===== src/rtl/reg_read_stage.sv =====
// Operand-read stage: NUM_REGS x DATA_W register file with one write port,
// two combinational read ports with same-cycle write-through bypass, and the
// ID/EX pipeline register that carries both operands toward execute.
// The ID/EX register supports flush (bubble), stall (hold with writeback
// refresh so held operands never go stale) and normal load.
module reg_read_stage #(
    parameter int DATA_W   = 16,
    parameter int NUM_REGS = 8,
    parameter int ADDR_W   = 3,
    parameter int R0_ZERO  = 0
) (
    input  logic              clk,
    input  logic              rst_n,
    input  logic              in_valid,
    input  logic [ADDR_W-1:0] rd_addr_a,
    input  logic [ADDR_W-1:0] rd_addr_b,
    input  logic              stall,
    input  logic              flush,
    input  logic              wr_en,
    input  logic [ADDR_W-1:0] wr_addr,
    input  logic [DATA_W-1:0] wr_data,
    output logic              out_valid,
    output logic [ADDR_W-1:0] out_addr_a,
    output logic [ADDR_W-1:0] out_addr_b,
    output logic [DATA_W-1:0] out_data_a,
    output logic [DATA_W-1:0] out_data_b
);

    // True when addr names the hard-wired zero register of an R0_ZERO build.
    function automatic logic is_zero_reg(input logic [ADDR_W-1:0] addr);
        return (R0_ZERO != 0) && (addr == '0);
    endfunction

    // True when this cycle's writeback actually lands in register addr.
    function automatic logic write_hits(
        input logic              we,
        input logic [ADDR_W-1:0] waddr,
        input logic [ADDR_W-1:0] addr
    );
        return we && (waddr == addr) && !is_zero_reg(addr);
    endfunction

    // Architectural read value: zero register, then bypass, then storage.
    function automatic logic [DATA_W-1:0] read_value(
        input logic [ADDR_W-1:0] addr,
        input logic [DATA_W-1:0] stored,
        input logic              we,
        input logic [ADDR_W-1:0] waddr,
        input logic [DATA_W-1:0] wdata
    );
        if (is_zero_reg(addr)) begin
            return '0;
        end else if (write_hits(we, waddr, addr)) begin
            return wdata;
        end else begin
            return stored;
        end
    endfunction

    logic [DATA_W-1:0] regs [NUM_REGS];

    logic [DATA_W-1:0] rv_a_p0;
    logic [DATA_W-1:0] rv_b_p0;
    logic              hit_a_p1;
    logic              hit_b_p1;

    logic              vld_p1;
    logic [ADDR_W-1:0] addr_a_p1;
    logic [ADDR_W-1:0] addr_b_p1;
    logic [DATA_W-1:0] data_a_p1;
    logic [DATA_W-1:0] data_b_p1;

    // Register file storage: single write port, writes never blocked by stall/flush.
    always_ff @(posedge clk) begin
        if (!rst_n) begin
            for (int i = 0; i < NUM_REGS; i++) begin
                regs[i] <= '0;
            end
        end else if (wr_en && !is_zero_reg(wr_addr)) begin
            regs[wr_addr] <= wr_data;
        end
    end

    // ---- stage p0: decode-side read ports with write-through bypass ----
    // Read ports A and B, evaluated independently, plus refresh detection for held operands.
    always_comb begin
        rv_a_p0  = read_value(rd_addr_a, regs[rd_addr_a], wr_en, wr_addr, wr_data);
        rv_b_p0  = read_value(rd_addr_b, regs[rd_addr_b], wr_en, wr_addr, wr_data);
        hit_a_p1 = write_hits(wr_en, wr_addr, addr_a_p1);
        hit_b_p1 = write_hits(wr_en, wr_addr, addr_b_p1);
    end

    // ---- stage p1: ID/EX pipeline register ----
    // ID/EX update with priority reset > flush > stall > load.
    always_ff @(posedge clk) begin
        if (!rst_n) begin
            vld_p1    <= 1'b0;
            addr_a_p1 <= '0;
            addr_b_p1 <= '0;
            data_a_p1 <= '0;
            data_b_p1 <= '0;
        end else if (flush) begin
            vld_p1    <= 1'b0;
            addr_a_p1 <= '0;
            addr_b_p1 <= '0;
            data_a_p1 <= '0;
            data_b_p1 <= '0;
        end else if (stall) begin
            // Held operands pick up a writeback to their source register.
            if (hit_a_p1) begin
                data_a_p1 <= wr_data;
            end
            if (hit_b_p1) begin
                data_b_p1 <= wr_data;
            end
        end else begin
            vld_p1    <= in_valid;
            addr_a_p1 <= rd_addr_a;
            addr_b_p1 <= rd_addr_b;
            data_a_p1 <= rv_a_p0;
            data_b_p1 <= rv_b_p0;
        end
    end

    assign out_valid  = vld_p1;
    assign out_addr_a = addr_a_p1;
    assign out_addr_b = addr_b_p1;
    assign out_data_a = data_a_p1;
    assign out_data_b = data_b_p1;

endmodule

===== config.mk =====
export PLATFORM = sky130hd
export DESIGN_NAME = reg_read_stage
export DESIGN_NICKNAME = d
export VERILOG_FILES = /design/src/rtl/reg_read_stage.sv
export SDC_FILE = /design/constraint.sdc
export NUM_CORES = 1
export LEC_CHECK = 0
export CAP_MARGIN = 25
export CORE_MARGIN = 2
export CORE_UTILIZATION = 35
export CTS_CLUSTER_DIAMETER = 150
export DETAILED_ROUTE_END_ITERATION = 8
export REMOVE_ABC_BUFFERS = 1
export SYNTH_ARGS = -nofsm -noshare
export SYNTH_HDL_FRONTEND = slang
export SYNTH_SLANG_ARGS = --single-unit

===== constraint.sdc =====
create_clock -name clk -period 4.4 [get_ports clk]
set_input_delay 0.88 -clock clk [delete_from_list [all_inputs] [get_ports clk]]
set_output_delay 0.88 -clock clk [all_outputs]
set_load 0.02 [all_outputs]

==> impl_metrics.yaml <==
synth:
  synth.area.top_cells: "edfxtp_1, mux4_1, dfxtp_1"
  ys_types: 31
  synth-seq-cells: 167
  synth-xor-area-share_pct: 1.18
  synthMuxAreaShare_pct: 23.7
  seq_area_frac_synth_pct: 51.9
  synth_top_area_share_pct: 43.2
  postSynthCellCount: 628
  synthAdderAreaFrac_pct: 0
  yosys.area.top_type: "edfxtp_1"
  yosys.area_share.simple_pct: 11.2
  yosysWarnings: 0
  syn_area_per_cell_um2: 14.2
  synth_compound_area_share_pct: 6.91
  syn_area_um2: 8900
  synth_top_family_by_area: "multiplexers"
clocking:
  postCtsSetupRepairBufs: 0
  cts_resized: 0
  clkSinkCount: 167
  cts_hold_buffers: 0
  h-tree-depth: 4
  cts_buffer_depth: 2
  path_clk_slew_ps: 70
  clock_latency_ps: 430
  cts_made_buffers: 17
  ctsRootBufferMaster: "clkbuf_16"
  tritoncts: "yes"
critical_path:
  cp-end-kind: "register"
  cp_max_fo: 9
  cp.arrival_ps: 3300
  cp.required_ps: 4760
  crit_type: "in -> reg"
  startpoint_type: "primary input"
placed_design:
  portBuffers: 69
  hpwlAfterDp_mm: 16.0
  finalWeightedCongestion: 0.844
die:
  die_w_um: 164
  die_h_um: 164
  rows: 58
  io_pins: 70
  start_util_pct: 35.5
  core_um2: 25100
  die_area_um2: 26700
power:
  power.density_nw_per_um2: 368
  ir_drop_mv: 0.265
  p_leak_nw: 3.49
global_routing:
  track_usage_pct: 19.7
  grt_max_degree: 69
  grt-ovfl-total: 0
  grt_first_pass_wirelength_mm: 39.0
  grt_pass1_vias: 6379
  antenna_found_initial: 0
timing:
  tns_ps: 0
  finClkSkew_ps: 8.02
  rsz0062_at_grt: "no"
  finalSetupViolCount: 0
  min_period_over_period_pct: 66.8
  worst_pin_slew_ps: 1060
  max_freq_mhz: 340
  slew_headroom_pct: 29.6
  slew_viol_final: 0
  min_period_ps: 2940
  final_hold_viol_count: 0
route:
  drtIter0Drc: 769
  drtPass1Iterations: 5
  ant_nets: 0
  viasPerCell: 5.93
  wl_per_cell_um: 24.8
  drt_wl_total_mm: 25.5
  drc: 0
  vias: 6097
final_layout:
  final_util_pct: 41.9
  final_layout_size_suffix_gt1_share_pct: 18.2
  fillers: 2329
  syn2layout_area_growth_pct: 18.0
  nNetsFinal: 715
outcome:
  status: "finished clean"
worst_hold_path:
  min_path_type: "reg -> reg"
run:
  maxCapViolCount: 0
[cell usage after synthesis]
cell / instances
nand2_1: 1
xnor2_1: 12
nor2_1: 7
buf_2: 10
a21boi_1: 2
a41o_2: 1
o221ai_1: 17
mux2_2: 32
and4_1: 2
a41o_1: 1
nor2b_1: 1
mux2i_1: 7
buf_1: 6
clkbuf_1: 43
nand4_1: 2
nor3_1: 96
o21ai_0: 6
nand2b_1: 35
o31ai_1: 2
nor4_1: 32
buf_4: 3
clkinv_1: 16
buf_6: 12
mux4_1: 64
o221ai_2: 15
dfxtp_1: 39
a21oi_1: 32
nand3_1: 1
edfxtp_1: 128
nand3b_1: 1
nand4b_1: 2
[state kept, by name (all words and copies together), names as in the netlist]
name	count
regs	128
out_data_a	16
out_data_b	16
out_addr_a	3
out_addr_b	3
out_valid	1
[layout make-up]
| cell class | instances | area [µm²] | area share [%] |
|---|---|---|---|
| diodes | 1 | 2.50 | 0.0238 |
| clock buffers | 21 | 450 | 4.29 |
| clock inverters | 11 | 126 | 1.20 |
| flip-flops and latches | 167 | 4620 | 44.0 |
| repair buffers | 111 | 986 | 9.38 |
| well taps | 330 | 413 | 3.93 |
| inverters | 16 | 60.1 | 0.571 |
| multi-input cells | 371 | 3850 | 36.6 |
[routing by layer]
metal	vias up	part of all wire, %	track usage [%]
li1	2688	-	-
met1	3060	42	26.7
met2	301	48	31.9
met3	48	7.8	4.39
met4	0	2.1	5.78
met5	-	0	0
[worst max-delay path: stages]
cell and delay [ps]:
clkdlybuf4s50_1 720, xnor2_1 330, and4_1 690, buf_4 360, o221ai_1 160, a21oi_1 140
[path summary, 6_finish.rpt]
check / cells past startpoint / start / to / slack [ps]
setup reg to reg: 5 / out_addr_b[2]$_SDFFE_PP0N_ / out_data_b[14]$_SDFFE_PP0P_ / 2430
setup / recovery: 6 / wr_addr[0] / out_data_b[14]$_SDFFE_PP0P_ / 1460
hold reg to reg: 2 / out_valid$_SDFFE_PP0N_ / out_valid$_SDFFE_PP0N_ / 500
hold / removal: 2 / out_valid$_SDFFE_PP0N_ / out_valid$_SDFFE_PP0N_ / 500
[through the flow]
| step | std cells | hold WS, ps | area, µm² | worst slack (ps) | total power, W |
|---|---|---|---|---|---|
| 6_report | 1028 | 496 | 10500 | 1460 | 0.00386 |
| 5_1_grt | 1027 | 564 | 10500 | 1350 | 0.00398 |
| 4_1_cts | 1027 | 503 | 10500 | 1490 | 0.00387 |
| 3_5_place_dp | 995 | 485 | 9930 | 1050 | 0.00242 |
| 3_3_place_gp | 995 | 477 | 9930 | 1040 | 0.00240 |
| 2_1_floorplan | 554 | 590 | 8510 | 153 | 0.00215 |
[cell families (layout without fill, tap and decap cells)]
| logic type | after synthesis | in the layout |
|---|---|---|
| compound gates | 76 | 76 |
| flops | 167 | 167 |
| xor+xnor | 12 | 12 |
| buf+inv | 90 | 159 |
| other cells | 0 | 1 |
| simple gates | 180 | 180 |
| mux | 103 | 103 |
[placed cells by master (no fill, tap or decap), types with 2 or more instances in the layout]
cell type	count
nor3_1	96
nand4b_1	2
a21oi_1	32
nand4_1	2
o221ai_2	15
a21boi_1	2
buf_4	42
nor4_1	32
clkbuf_1	3
clkdlybuf4s50_1	65
clkbuf_16	17
and4_1	2
clkinv_2	2
o21ai_1	6
mux4_1	64
mux2i_1	7
dfxtp_1	39
bufinv_16	2
edfxtp_1	128
clkinv_4	3
o221ai_1	17
buf_2	4
nor2_1	7
xnor2_1	12
clkinvlp_4	4
nand2b_1	35
mux2_2	32
o31ai_2	2
clkinv_1	16
[power by group]
| part | internal [W] | switching [W] | total, W | leakage [nW] |
|---|---|---|---|---|
| Combinational | 0.000248 | 0.000302 | 0.000550 | 1.67 |
| Sequential | 0.00179 | 0.0000490 | 0.00184 | 1.55 |
| Clock | 0.000851 | 0.000623 | 0.00147 | 0.269 |
Power figures use the tool's default switching activity.
